==> src/rtl/wb_rotenc.sv <==
// wb_rotenc: Wishbone slave decoding a quadrature rotary encoder (A/B plus
// optional centre push) into a signed position counter with sticky events
// and a level interrupt.
//
// Parameters:
//   clk_freq     system clock in Hz
//   debounce_us  required input stability time in microseconds
// Ports:
//   clk, reset                 clock, asynchronous active-high reset
//   wb_adr_i/dat_i/sel_i       Wishbone address ([3:2] decoded), write data, byte selects
//   wb_stb_i/cyc_i/we_i        Wishbone strobe, cycle, write enable
//   wb_dat_o, wb_ack_o         registered read data, single-cycle acknowledge
//   intr                       registered active-high level interrupt
//   rot                        async pins: [0]=A, [1]=B, [2]=centre push
// Register map (offset = adr[3:2]*4):
//   0x0 POSITION  0x4 STATUS (W1C sticky)  0x8 CONTROL  0xC reads 0
// Build option:
//   ROTENC_PRESS_EN  compiles in the centre-push channel.
module wb_rotenc #(
  parameter int clk_freq    = 50000000,
  parameter int debounce_us = 1000
) (
  input  logic        clk,
  input  logic        reset,
  input  logic [31:0] wb_adr_i,
  input  logic [31:0] wb_dat_i,
  output logic [31:0] wb_dat_o,
  input  logic [3:0]  wb_sel_i,
  input  logic        wb_stb_i,
  input  logic        wb_cyc_i,
  input  logic        wb_we_i,
  output logic        wb_ack_o,
  output logic        intr,
  input  logic [2:0]  rot
);

  localparam int          DB_CYC  = (clk_freq / 1000000) * debounce_us;
  localparam logic [19:0] DB_LAST = 20'(DB_CYC - 1);

`ifdef ROTENC_PRESS_EN
  localparam int NCH       = 3;
  localparam bit HAS_PRESS = 1'b1;
`else
  localparam int NCH       = 2;
  localparam bit HAS_PRESS = 1'b0;
  wire unused_rot = rot[2];
`endif

  wire unused_adr = &{1'b0, wb_adr_i[31:4], wb_adr_i[1:0]};

  // Synchronizer + debouncer per channel
  logic [NCH-1:0]       sync1, sync2, deb;
  logic [NCH-1:0][19:0] cnt;

  always_ff @(posedge clk or posedge reset) begin
    if (reset) begin
      sync1 <= '0;
      sync2 <= '0;
      deb   <= '0;
      cnt   <= '0;
    end else begin
      sync1 <= rot[NCH-1:0];
      sync2 <= sync1;
      for (int i = 0; i < NCH; i++) begin
        if (sync2[i] == deb[i])       cnt[i] <= '0;
        else if (cnt[i] == DB_LAST) begin
          deb[i] <= sync2[i];
          cnt[i] <= '0;
        end else                      cnt[i] <= cnt[i] + 20'd1;
      end
    end
  end

  // Quadrature decode: ab_q is the previously seen debounced state
  logic [1:0] ab, ab_q;
  logic [2:0] sub, sub_inc;
  logic       chg, mv_cw, mv_ccw, mv_err, enter0, step_cw, step_ccw;

  assign ab = {deb[0], deb[1]};

  function automatic logic [1:0] cw_next(input logic [1:0] s);
    case (s)
      2'b00:   return 2'b01;
      2'b01:   return 2'b11;
      2'b11:   return 2'b10;
      default: return 2'b00;
    endcase
  endfunction

  always_comb begin
    chg     = (ab != ab_q);
    mv_cw   = chg && (ab == cw_next(ab_q));
    mv_ccw  = chg && (ab_q == cw_next(ab));
    // Single-bit moves are always CW or CCW, so anything else is a double change
    mv_err  = chg && !mv_cw && !mv_ccw;
    sub_inc = sub;
    if (mv_cw)       sub_inc = sub + 3'd1;
    else if (mv_ccw) sub_inc = sub - 3'd1;
    enter0  = chg && (ab == 2'b00);
    // 3'b100 is +4 when reached clockwise and -4 when reached counter-clockwise
    step_cw  = enter0 && mv_cw  && (sub_inc == 3'b100);
    step_ccw = enter0 && mv_ccw && (sub_inc == 3'b100);
  end

  // Centre channel
  logic press_ev, c_lvl;
`ifdef ROTENC_PRESS_EN
  logic c_q;
  always_ff @(posedge clk or posedge reset) begin
    if (reset) c_q <= 1'b0;
    else       c_q <= deb[2];
  end
  assign press_ev = deb[2] & ~c_q;
  assign c_lvl    = deb[2];
`else
  assign press_ev = 1'b0;
  assign c_lvl    = 1'b0;
`endif

  // Registers and bus
  logic [31:0] position, rdata;
  logic        st_cw, st_ccw, st_press, st_err;
  logic        ctl_en, ctl_step, ctl_press;
  logic        acc, wr_pos, wr_st, wr_ctl;
  logic [4:0]  clr;

  assign acc    = wb_stb_i & wb_cyc_i & ~wb_ack_o;
  assign wr_pos = acc & wb_we_i & (wb_adr_i[3:2] == 2'd0);
  assign wr_st  = acc & wb_we_i & (wb_adr_i[3:2] == 2'd1) & wb_sel_i[0];
  assign wr_ctl = acc & wb_we_i & (wb_adr_i[3:2] == 2'd2) & wb_sel_i[0];
  assign clr    = wr_st ? wb_dat_i[4:0] : 5'd0;

  always_comb begin
    rdata = '0;
    case (wb_adr_i[3:2])
      2'd0:    rdata = position;
      2'd1:    rdata = {27'd0, st_err, c_lvl, st_press, st_ccw, st_cw};
      2'd2:    rdata = {29'd0, ctl_press, ctl_step, ctl_en};
      default: rdata = '0;
    endcase
  end

  always_ff @(posedge clk or posedge reset) begin
    if (reset) begin
      ab_q      <= 2'b00;
      sub       <= 3'd0;
      wb_ack_o  <= 1'b0;
      wb_dat_o  <= '0;
      position  <= '0;
      st_cw     <= 1'b0;
      st_ccw    <= 1'b0;
      st_press  <= 1'b0;
      st_err    <= 1'b0;
      ctl_en    <= 1'b1;
      ctl_step  <= 1'b0;
      ctl_press <= 1'b0;
      intr      <= 1'b0;
    end else begin
      ab_q     <= ab;
      sub      <= enter0 ? 3'd0 : sub_inc;
      wb_ack_o <= wb_stb_i & wb_cyc_i & ~wb_ack_o;
      if (acc) wb_dat_o <= rdata;

      // A bus write beats a same-cycle step
      if (wr_pos) begin
        for (int b = 0; b < 4; b++)
          if (wb_sel_i[b]) position[8*b +: 8] <= wb_dat_i[8*b +: 8];
      end else if (ctl_en && step_cw)  position <= position + 32'd1;
      else if (ctl_en && step_ccw)     position <= position - 32'd1;

      // New events override a same-cycle clear
      st_cw    <= (st_cw    & ~clr[0]) | step_cw;
      st_ccw   <= (st_ccw   & ~clr[1]) | step_ccw;
      st_press <= (st_press & ~clr[2]) | press_ev;
      st_err   <= (st_err   & ~clr[4]) | mv_err;

      if (wr_ctl) begin
        ctl_en    <= wb_dat_i[0];
        ctl_step  <= wb_dat_i[1];
        ctl_press <= HAS_PRESS & wb_dat_i[2];
      end

      intr <= (ctl_step & (st_cw | st_ccw)) | (ctl_press & st_press);
    end
  end

endmodule
==> config.mk <==
export PLATFORM = sky130hd
export DESIGN_NAME = wb_rotenc
export DESIGN_NICKNAME = d
export VERILOG_FILES = /design/src/rtl/wb_rotenc.sv
export SDC_FILE = /design/constraint.sdc
export NUM_CORES = 1
export LEC_CHECK = 0
export ABC_AREA = 1
export CORE_ASPECT_RATIO = 1.4
export CORE_MARGIN = 2
export CORE_UTILIZATION = 60
export CTS_CLUSTER_SIZE = 14
export DETAILED_ROUTE_END_ITERATION = 8
export GPL_ROUTABILITY_DRIVEN = 0
export GPL_TIMING_DRIVEN = 0
export PLACE_DENSITY = 0.86
export SETUP_SLACK_MARGIN = 0.5
export SLEW_MARGIN = 20
export SYNTH_ARGS = -nofsm -noshare
export SYNTH_HDL_FRONTEND = slang
export SYNTH_SLANG_ARGS = --single-unit
==> constraint.sdc <==
create_clock -name clk -period 8.9 [get_ports clk]
set_input_delay 1.78 -clock clk [delete_from_list [all_inputs] [get_ports clk]]
set_output_delay 1.78 -clock clk [all_outputs]
set_load 0.03 [all_outputs]
* Yosys cells after proc, flatten, opt, wreduce, memory -nomap -nowiden
Index checks and enable logic that the tools add are counted.
** Word-level totals
- Logic and storage cells :: 110
- Bits in registers :: 123
- Output and inout port bits :: 34
** Cells by class
- Muxes and demuxes :: 18
- Reduce and logical (&&, ||, !) cells :: 23
- Equality and inequality tests :: 18
- Add/subtract/negate cells :: 6
- Bitwise logic cells :: 24
** Operators by type and width (number)
- 2-to-1 mux 32 bit :: 3
- one-hot mux 32 bit (3 select lines) :: 1
- 2-to-1 mux 20 bit :: 4
- adder 20 x 1 -> 20 bit (second input constant) :: 2
- == test 20 x 16 -> 1 bit (second input constant) :: 2
- adder 32 x 1 -> 32 bit (second input constant) :: 1
- 2-to-1 mux 8 bit :: 4
- subtractor 32 x 1 -> 32 bit (second input constant) :: 1
- bitwise AND 1 bit :: 13
- one-hot mux 2 bit (3 select lines) :: 2
- AND reduction 2 bit :: 6
- logical AND 1 bit :: 11
- 2-to-1 mux 3 bit :: 3
- inequality test 2 bit (second input constant) :: 4
- NOT 1 bit :: 7
- == test 2 x 1 -> 1 bit (second input constant) :: 3
- == test 2 bit (second input constant) :: 3
- zero test 2 bit :: 3
- 2-to-1 mux 5 bit :: 1
- == test 2 bit :: 2
- OR 1 bit :: 4
- adder 3 x 1 -> 3 bit (second input constant) :: 1
- == test 3 bit (second input constant) :: 1
- nonzero test 3 bit :: 1
- other kinds (4) :: 6

* Logic depth before layout (Yosys ltp)
Gate-level depths: netlist (run 1).
- Depth after elaboration :: 12
- Depth in mapped cells :: 25
- Mapped depth without buffers :: 24

* Worst setup path before layout (run 1)
Ideal clock, no wire load.
- Path type :: input port to flip-flop
- From :: input port wb_stb_i
- To :: register position[1]
- Cell stages on the path :: 9
- Buffers on the path :: 2
- Setup time :: 123 ps
- Slack :: 5702 ps
- Arrival time :: 3075 ps
- Cells stage by stage :: nand2_1 -> nor2_2 -> nand2_1 -> nor2_4 -> inv_2 -> buf_2 -> buf_1 -> o21ai_0 -> o21ai_2
** Between the ends
- Word-level cells in the longest chain between the ends :: 6
- Elaborated cells between the ends (all ways) :: 8
** Ends and longest elaborated chain
- start: declaration :: line 29 : input logic wb_stb_i,
- bitwise AND 1 bit (*) (2 in a row) :: line 127 : assign acc = wb_stb_i & wb_cyc_i & ~wb_ack_o;
- bitwise AND 1 bit (*) (2 in a row) :: line 128 : assign wr_pos = acc & wb_we_i & (wb_adr_i[3:2] == 2'd0);
- inequality test 2 bit (no source line) / nonzero test 3 bit (equally long branches)
- AND reduction 2 bit (no source line)
- end signal: indexed assignment :: line 167 : if (wb_sel_i[b]) position[8*b +: 8] <= wb_dat_i[8*b +: 8];
- end signal: assignment :: line 168 : end else if (ctl_en && step_cw) position <= position + 32'd1;
- end signal: assignment :: line 169 : else if (ctl_en && step_ccw) position <= position - 32'd1;
- end: declaration :: line 121 : logic [31:0] position, rdata;
Mark *: on every way between the ends. The rest lies on a longest branch, timed or not.
A chain may end at the register's enable or synchronous reset.

* Final worst setup path (run 1)
- From :: register sub[0]
- To :: register position[20]
** Between the ends
- Word-level cells in the longest chain between the ends :: 8
- Elaborated cells between the ends (all ways) :: 13
** Ends and longest elaborated chain
- start: declaration :: line 76 : logic [2:0] sub, sub_inc;
- start signal: assignment :: line 160 : sub <= enter0 ? 3'd0 : sub_inc;
- subtractor 3 x 1 -> 3 bit :: line 98 : else if (mv_ccw) sub_inc = sub - 3'd1;
- 2-to-1 mux 3 bit :: line 98
- 2-to-1 mux 3 bit (*) :: line 97 : if (mv_cw) sub_inc = sub + 3'd1;
- == test 3 bit (*) :: line 101, 102
- logical AND 1 bit (on tied branches) :: line 101, 102
- logical AND 1 bit (on tied branches) :: line 168, 169
- nonzero test 3 bit (no source line) / 2-to-1 mux 32 bit (equally long branches)
- AND reduction 2 bit (no source line) / 2-to-1 mux 32 bit (equally long branches)
Marked as above.

==> summary.md, run 1 <==
| Metric | Value |
|---|---|
| Outcome | complete, no violations |
| Worst-path clk slew | 0.05 ns |
| PwrDens | 292 mW/mm² |
| GR Util All Layers | between 30% and 40% |
| Worst hold path type | reg -> reg |
| WL final | between 20 and 25 mm |
| Syn avg cell area | 7.13 µm² |
| DR vias | approximately 8,000 |
| Critical path's largest stage delay | 0.59 ns |
| Endpoints failing setup | 0 |
| Number of synthesized flops with an enable pin | 0 |
| Distinct cells, synth | 53 |
| Share of layout cells above drive strength 1 | ~7.5% |
| Synth Cell Area | 0.00799 mm² |
| Leakage power total | 0.00478 µW |
| HPWL after DPL | roughly 16 mm |
| H-tree levels | 4 |
| Post-synthesis register bit count | approximately 120 |
| Clk_lat worst skew | 0.42 ns |
| RSZ-0062 raised after global routing | false |
| DRC viols | 0 |
| Launching point of the worst reg2reg path | sub[0] |
| Vias in the first global route | 7,587 |
| # rows | 49 |
| Final core utilization | 74.0% |
| FF-to-FF setup slack | 4.83 ns |
| Most used cell, CP | nand2_1 |
| Syn Nets | 1,232 |
| Post-cts hold buffer count | 0 |
| First-pass GRT wire length | 35.2 mm |
| Hold path depth | 0 |
| Hold WS | roughly 0.35 ns |
| I/O Buffers | 78 |
| RR Endpoint | position[20] |
| WP data required | between 9 and 10 ns |
| I/O pin count | between 100 and 150 |
| 1st-iter DRT viols | around 550 |
| Critical path's slowest cell | nand4_4 |
| CP bufs+invs | 3 |
| Via density | approximately 5.7 |
| Final Max Slew Viols | 0 |
| Register area share after synthesis | 38.6% |
| Synth Instances | 1,120 |
| Fillers | 1,006 |
| Largest net degree at the start of global routing | 80 |
| CTS Buffer Depth | 2 |
| Worst-path maximum fanout | 35 |
| Fmax | about 250 MHz |
| Max-cap violations | 0 |
| Final period utilization | 45.8% |
| Root Buffer | clkbuf_16 |
| Worst Max-Slew Pin Slew | 0.710 ns |
| Die height | 141 µm |
| Drt pass-1 iters | 6 |
| Critical path type | reg -> reg |
| Area grow syn2layout | 19.8% |
| Worst Setup End Kind | register |
| Starting density of the core | 61.7% |
| Final Hold Fails | 0 |
| Setup TNS | 0 ns |
| Kind of cell adding the most delay to the critical path | simple AND/OR/NAND/NOR gates |
| Number of CTS-inserted buffers | 17 |
| Post-DR wirelength/cell | 15.4 µm |
| Ys flop type | dfrtp_1 |
| Peak VDD IR | 0.194 mV |
| Worst EP arrival | 4.38 ns |
| CORE AREA | 0.0129 mm² |
| Die area | roughly 0.014 mm² |
| Worst R2R Path Depth | 20 |
| Grt total ovfl | 0 |
| CP Cell Sequence | inv_1 -> ha_1 -> inv_1 -> nand2_1 -> nand2_1 -> nand3_1 -> nand2_1 -> a21oi_1 -> nand4_4 -> ha_1 -> nand2_1 -> inv_1 -> a21oi_1 -> o21ai_0 -> a21oi_1 -> nand2_1 -> o21ai_0 -> nand2_1 -> nand2_1 -> nand2_1 |
| Clk_skew | 0.0129 ns |
| Max_slew headroom | 52.6% |
| FFs w/ async S/R, synth | 100% |
| Worst Hold End | sync2[1] |
| Yosys warns | 0 |
| Post-route ant nets | 0 |
| # Post-CTS Setup Buffers | 0 |
| Die Wd | between 100 and 150 µm |
| Cts repair resizes | 0 |
| Min Clock Period, post-route | 4.07 ns |
| CP startpoint kind | register |
| # diodes | 0 |
| Clock Sinks | 123 |
| Worst hold start | sync1[1] |
| Initial antenna violation count | 0 |
| Post-layout nets | 1,330 |
| CTS tree | yes |
[how the worst max path moves through the flow]
stage,startpoint,end,slack (ns),depth (start not counted)
2_1_floorplan,reset,ab_q[0],3.85,1
3_3_place_gp,reset,position[30],2.16,2
3_5_place_dp,wb_stb_i,position[31],4.64,12
4_1_cts,sub[0],position[20],4.96,20
5_1_grt,sub[0],position[21],4.54,23
6_report,sub[0],position[20],4.83,20
[state kept, by name, summed over array words and instances, names as in the netlist, 2 cells and up]
signal and cells:
position 32, sub 3, ab_q 2, deb 2
wb_dat_o 32, cnt 40, sync2 2, sync1 2
[layer usage]
metal	part of all wire [%]	up-vias	GRT usage (%)
met5	0	-	0
met4	5.6	0	17.8
met3	6.0	89	5.19
met2	52	321	54.4
met1	37	3694	35.4
li1	-	3861	-
[layout by cell type, fill, tap and decap left out, types with 4 or more instances in the layout]
cell	count
a31oi_1	8
dfrtp_1	122
o21ai_0	37
nor3_1	26
clkbuf_1	16
a21o_1	5
or2_2	10
nor2_1	105
buf_6	4
a21oi_1	54
clkbuf_16	17
o21a_1	7
clkinv_2	5
nand2_1	365
xor2_1	9
o21ai_2	10
ha_1	35
clkdlybuf4s50_1	78
nor2_2	5
nand4_1	17
inv_2	8
nand2_2	7
nor3_2	4
inv_1	107
xnor2_1	8
nand3_1	95
nor4_1	11
[layout make-up]
| class | instances | area, µm² | area share, % |
|---|---|---|---|
| Timing Repair Buffer | 79 | 808 | 8.45 |
| Clock buffer | 22 | 474 | 4.96 |
| Sequential cell | 123 | 3080 | 32.2 |
| Clock inverter | 8 | 70.1 | 0.732 |
| Buffer | 23 | 120 | 1.26 |
| Tap cell | 178 | 223 | 2.33 |
| Multi-Input combinational cell | 856 | 4340 | 45.4 |
| Inverter | 118 | 448 | 4.68 |
[worst register-to-register path, delay by kind of cell (launching register included)]
kind                     cells  cell delay (ns)
buffers and inverters        3             0.26
AND/OR/NAND/NOR             10             1.30
AO/OA/AOI/OAI                5             1.21
flip-flops                   1             0.40
adder cells (fa/ha/maj)      2             0.80
[metrics by stage]
step           std cells  instance area, µm²  total power (µW)  worst slack (ns)
3_5_place_dp        1377                9020              2110              4.64
5_1_grt             1407                9570              3000              4.54
2_1_floorplan       1120                7990              1750              3.85
6_report            1407                9570              2790              4.83
4_1_cts             1407                9570              2760              4.96
3_3_place_gp        1376                8990              2070              2.16
[cells in the mapped netlist, drive strengths merged, types with 8 or more instances]
| cell | n | share of area (%) |
|---|---|---|
| buf | 9 | 0.85 |
| inv | 116 | 5.5 |
| xnor2 | 8 | 0.88 |
| a21oi | 54 | 3.4 |
| nand2 | 373 | 18 |
| ha | 35 | 5.5 |
| clkbuf | 14 | 0.66 |
| dfrtp | 122 | 38 |
| o21ai | 51 | 3.8 |
| nor2 | 112 | 5.6 |
| a31oi | 8 | 0.63 |
| xor2 | 9 | 0.99 |
| nand3 | 97 | 6.3 |
| nand4 | 18 | 1.6 |
| or2 | 11 | 0.86 |
| nor4 | 11 | 0.86 |
| nor3 | 30 | 2.1 |
[where the power goes]
part	switching [µW]	internal, µW
sequential	93.2	655
combinational	895	503
clock	249	400
total	1240	1560
[cell families (layout without fill, tap and decap cells)]
logic type / after synthesis / count (layout) / synth area share (%)
adder cells (fa/ha/maj): 36 / 36 / 5.73
flip-flops: 123 / 123 / 38.6
multiplexers: 3 / 3 / 0.407
AND/OR/NAND/NOR: 661 / 661 / 36.0
buffers and inverters: 141 / 250 / 7.05
AO/OA/AOI/OAI: 139 / 139 / 10.4
XOR/XNOR: 17 / 17 / 1.86
Note: power is estimated with default switching activity, not from simulation.
==> inputs of run 2 (changes only) <==
--- a/config.mk
+++ b/config.mk
@@ -8,12 +8,12 @@
 export ABC_AREA = 1
 export CORE_ASPECT_RATIO = 1.4
 export CORE_MARGIN = 2
-export CORE_UTILIZATION = 60
+export CORE_UTILIZATION = 56
 export CTS_CLUSTER_SIZE = 14
 export DETAILED_ROUTE_END_ITERATION = 8
 export GPL_ROUTABILITY_DRIVEN = 0
 export GPL_TIMING_DRIVEN = 0
-export PLACE_DENSITY = 0.86
+export PLACE_DENSITY = 0.81
 export SETUP_SLACK_MARGIN = 0.5
 export SLEW_MARGIN = 20
 export SYNTH_ARGS = -nofsm -noshare
==> constraint.sdc (replaced) <==
create_clock -name clk -period 4.2 [get_ports clk]
set_input_delay 0.84 -clock clk [delete_from_list [all_inputs] [get_ports clk]]
set_output_delay 0.84 -clock clk [all_outputs]
set_load 0.03 [all_outputs]
==> summary.md, run 2 (same netlist as run 1, synthesis figures left out) <==
| Metric | Value |
|---|---|
| CP Cell Sequence | buf_6 -> nor2_2 -> inv_1 -> nor2_1 -> nand4_4 -> buf_12 -> buf_12 -> ha_1 -> a21oi_1 -> nor2_1 -> nor2_1 -> o21ai_0 -> inv_1 -> nand3_1 -> or2_2 -> nand3_1 -> nand2_1 -> nand2_1 -> nand2_1 |
| Starting density of the core | 57.4% |
| Peak VDD IR | 0.400 mV |
| DRC viols | 0 |
| Clk_lat worst skew | approximately 0.42 ns |
| Min Clock Period, post-route | 3.55 ns |
| I/O Buffers | 78 |
| Final period utilization | 84.4% |
| Leakage power total | approximately 0.0048 µW |
| CORE AREA | between 0.01 and 0.015 mm² |
| Final Max Slew Viols | 0 |
| GR Util All Layers | 30.6% |
| Drt pass-1 iters | 6 |
| Die area | 0.0152 mm² |
| Critical path's slowest cell | nor2_1 |
| Worst EP arrival | 3.86 ns |
| Max_slew headroom | a little over half |
| Top reg by flops | cnt |
| Number of CTS-inserted buffers | 17 |
| Commonest non-fill, non-tap cells in the layout | nand2_1, dfrtp_1, inv_1, nor2_1, nand3_1 |
| Final core utilization | 69.9% |
| Vias in the first global route | 7,966 |
| RSZ-0062 raised after global routing | true |
| Largest net degree at the start of global routing | 33 |
| HPWL after DPL | 16.8 mm |
| 1st-iter DRT viols | 527 |
| CTS Buffer Depth | 2 |
| Critical path's largest stage delay | 0.52 ns |
| Via density | 5.60 |
| H-tree levels | 4 |
| Outcome | complete, no violations |
| Clk_skew | 0.00926 ns |
| Biggest regs | cnt: 40 flops, position: 32 flops, wb_dat_o: 32 flops |
| Fmax | 282 MHz |
| Die Wd | 105 µm |
| Worst-path maximum fanout | 13 |
| CP startpoint kind | register |
| Grt total ovfl | 0 |
| Most common cell after layout, fill and taps aside | nand2_1 |
| PwrDens | 601 mW/mm² |
| Endpoints failing setup | 0 |
| Setup TNS | 0 ns |
| Area grow syn2layout | 21.8% |
| I/O pin count | between 100 and 150 |
| Initial antenna violation count | 0 |
| First-pass GRT wire length | roughly 37 mm |
| Worst hold path type | reg -> reg |
| # diodes | 0 |
| Final Hold Fails | 0 |
| Max-cap violations | 0 |
| WP data required | between 4 and 5 ns |
| Die height | 145 µm |
| Critical path type | reg -> reg |
| Post-layout nets | 1,342 |
| # rows | 51 |
| DR vias | between 7,000 and 8,000 |
| WL final | about 23 mm |
| Worst-path clk slew | 0.06 ns |
| Worst Max-Slew Pin Slew | 0.678 ns |
| Worst Setup End Kind | register |
| Hold WS | 0.360 ns |
| Root Buffer | clkbuf_16 |
| Max reg flops | 40 |
| Clock Sinks | roughly 120 |
| Post-route ant nets | 0 |
| Share of layout cells above drive strength 1 | 8.73% |
| CTS tree | yes |
| Post-cts hold buffer count | 0 |
| Post-DR wirelength/cell | 15.8 µm |
run 2: cell count changes in the layout (fill, tap and decap cells not counted), moves of 2 or more:
cell,change
a21oi_2,+2
buf_12,+6
buf_4,+6
nand2_2,+3
a21oi_1,-3
nand2_1,-3
run 2: area by class of cell:
type                    instances  area, µm²
plain buffers                  23        120
clock buffers                  22        484
clock inverters                 4       20.0
fillers                      1178       4180
inverters                     118        447
multi-input cells             857       4400
flip-flops and latches        123       3080
well taps                     185        231
repair buffers                 90        946
run 2: path summary, 6_finish.rpt:
check                               endpoint  startpoint  slack [ns]  depth (start not counted)
worst max-delay path            position[23]      deb[1]        0.65                         19
worst min-delay path                sync2[1]    sync1[1]        0.36                          0
worst max register to register  position[23]      deb[1]        0.65                         19
worst min register to register      sync2[1]    sync1[1]        0.36                          0
max in group asynchronous       wb_dat_o[22]       reset        2.54                          5
min in group asynchronous        position[1]       reset        0.76                          2
run 2: worst max-delay path, delay by kind of cell, from the launching register on:
kind	cells	cell delay, ns
fa+ha+maj	1	0.34
buf+inv	5	0.60
simple gates	11	1.73
compound gates	2	0.37
flops	1	0.39
run 2: report_power, final:
group          internal [µW]  switching (µW)  total [µW]
clock network            789             487        1280
registers               1390             199        1590
logic                   1080            1900        2980
total                   3260            2590        5850
run 2: per-layer routing:
metal  part of all wire, %  track usage (%)
met5                     0                0
met4                   6.0             18.1
met3                   5.1             6.42
met2                    52             54.5
met1                    37             33.0
run 2: through the flow:
step | std cells | setup slack, ns | power, µW | instance area (µm²)
finish | 1422 | 0.655 | 5850 | 9730
global placement | 1383 | 0.282 | 4410 | 9000
CTS | 1417 | 0.561 | 5770 | 9660
detailed placement | 1387 | 0.218 | 4460 | 9080
global route | 1422 | 0.462 | 6330 | 9730
floorplan | 1120 | 1.00 | 3710 | 7990
run 2: timing repair:
action / in CTS / in global routing
gates cloned: 1 / 0
gates resized for setup: 2 / 8
setup endpoints to repair: 19 / 22
setup buffers: 3 / 5
pin swaps: 1 / 3
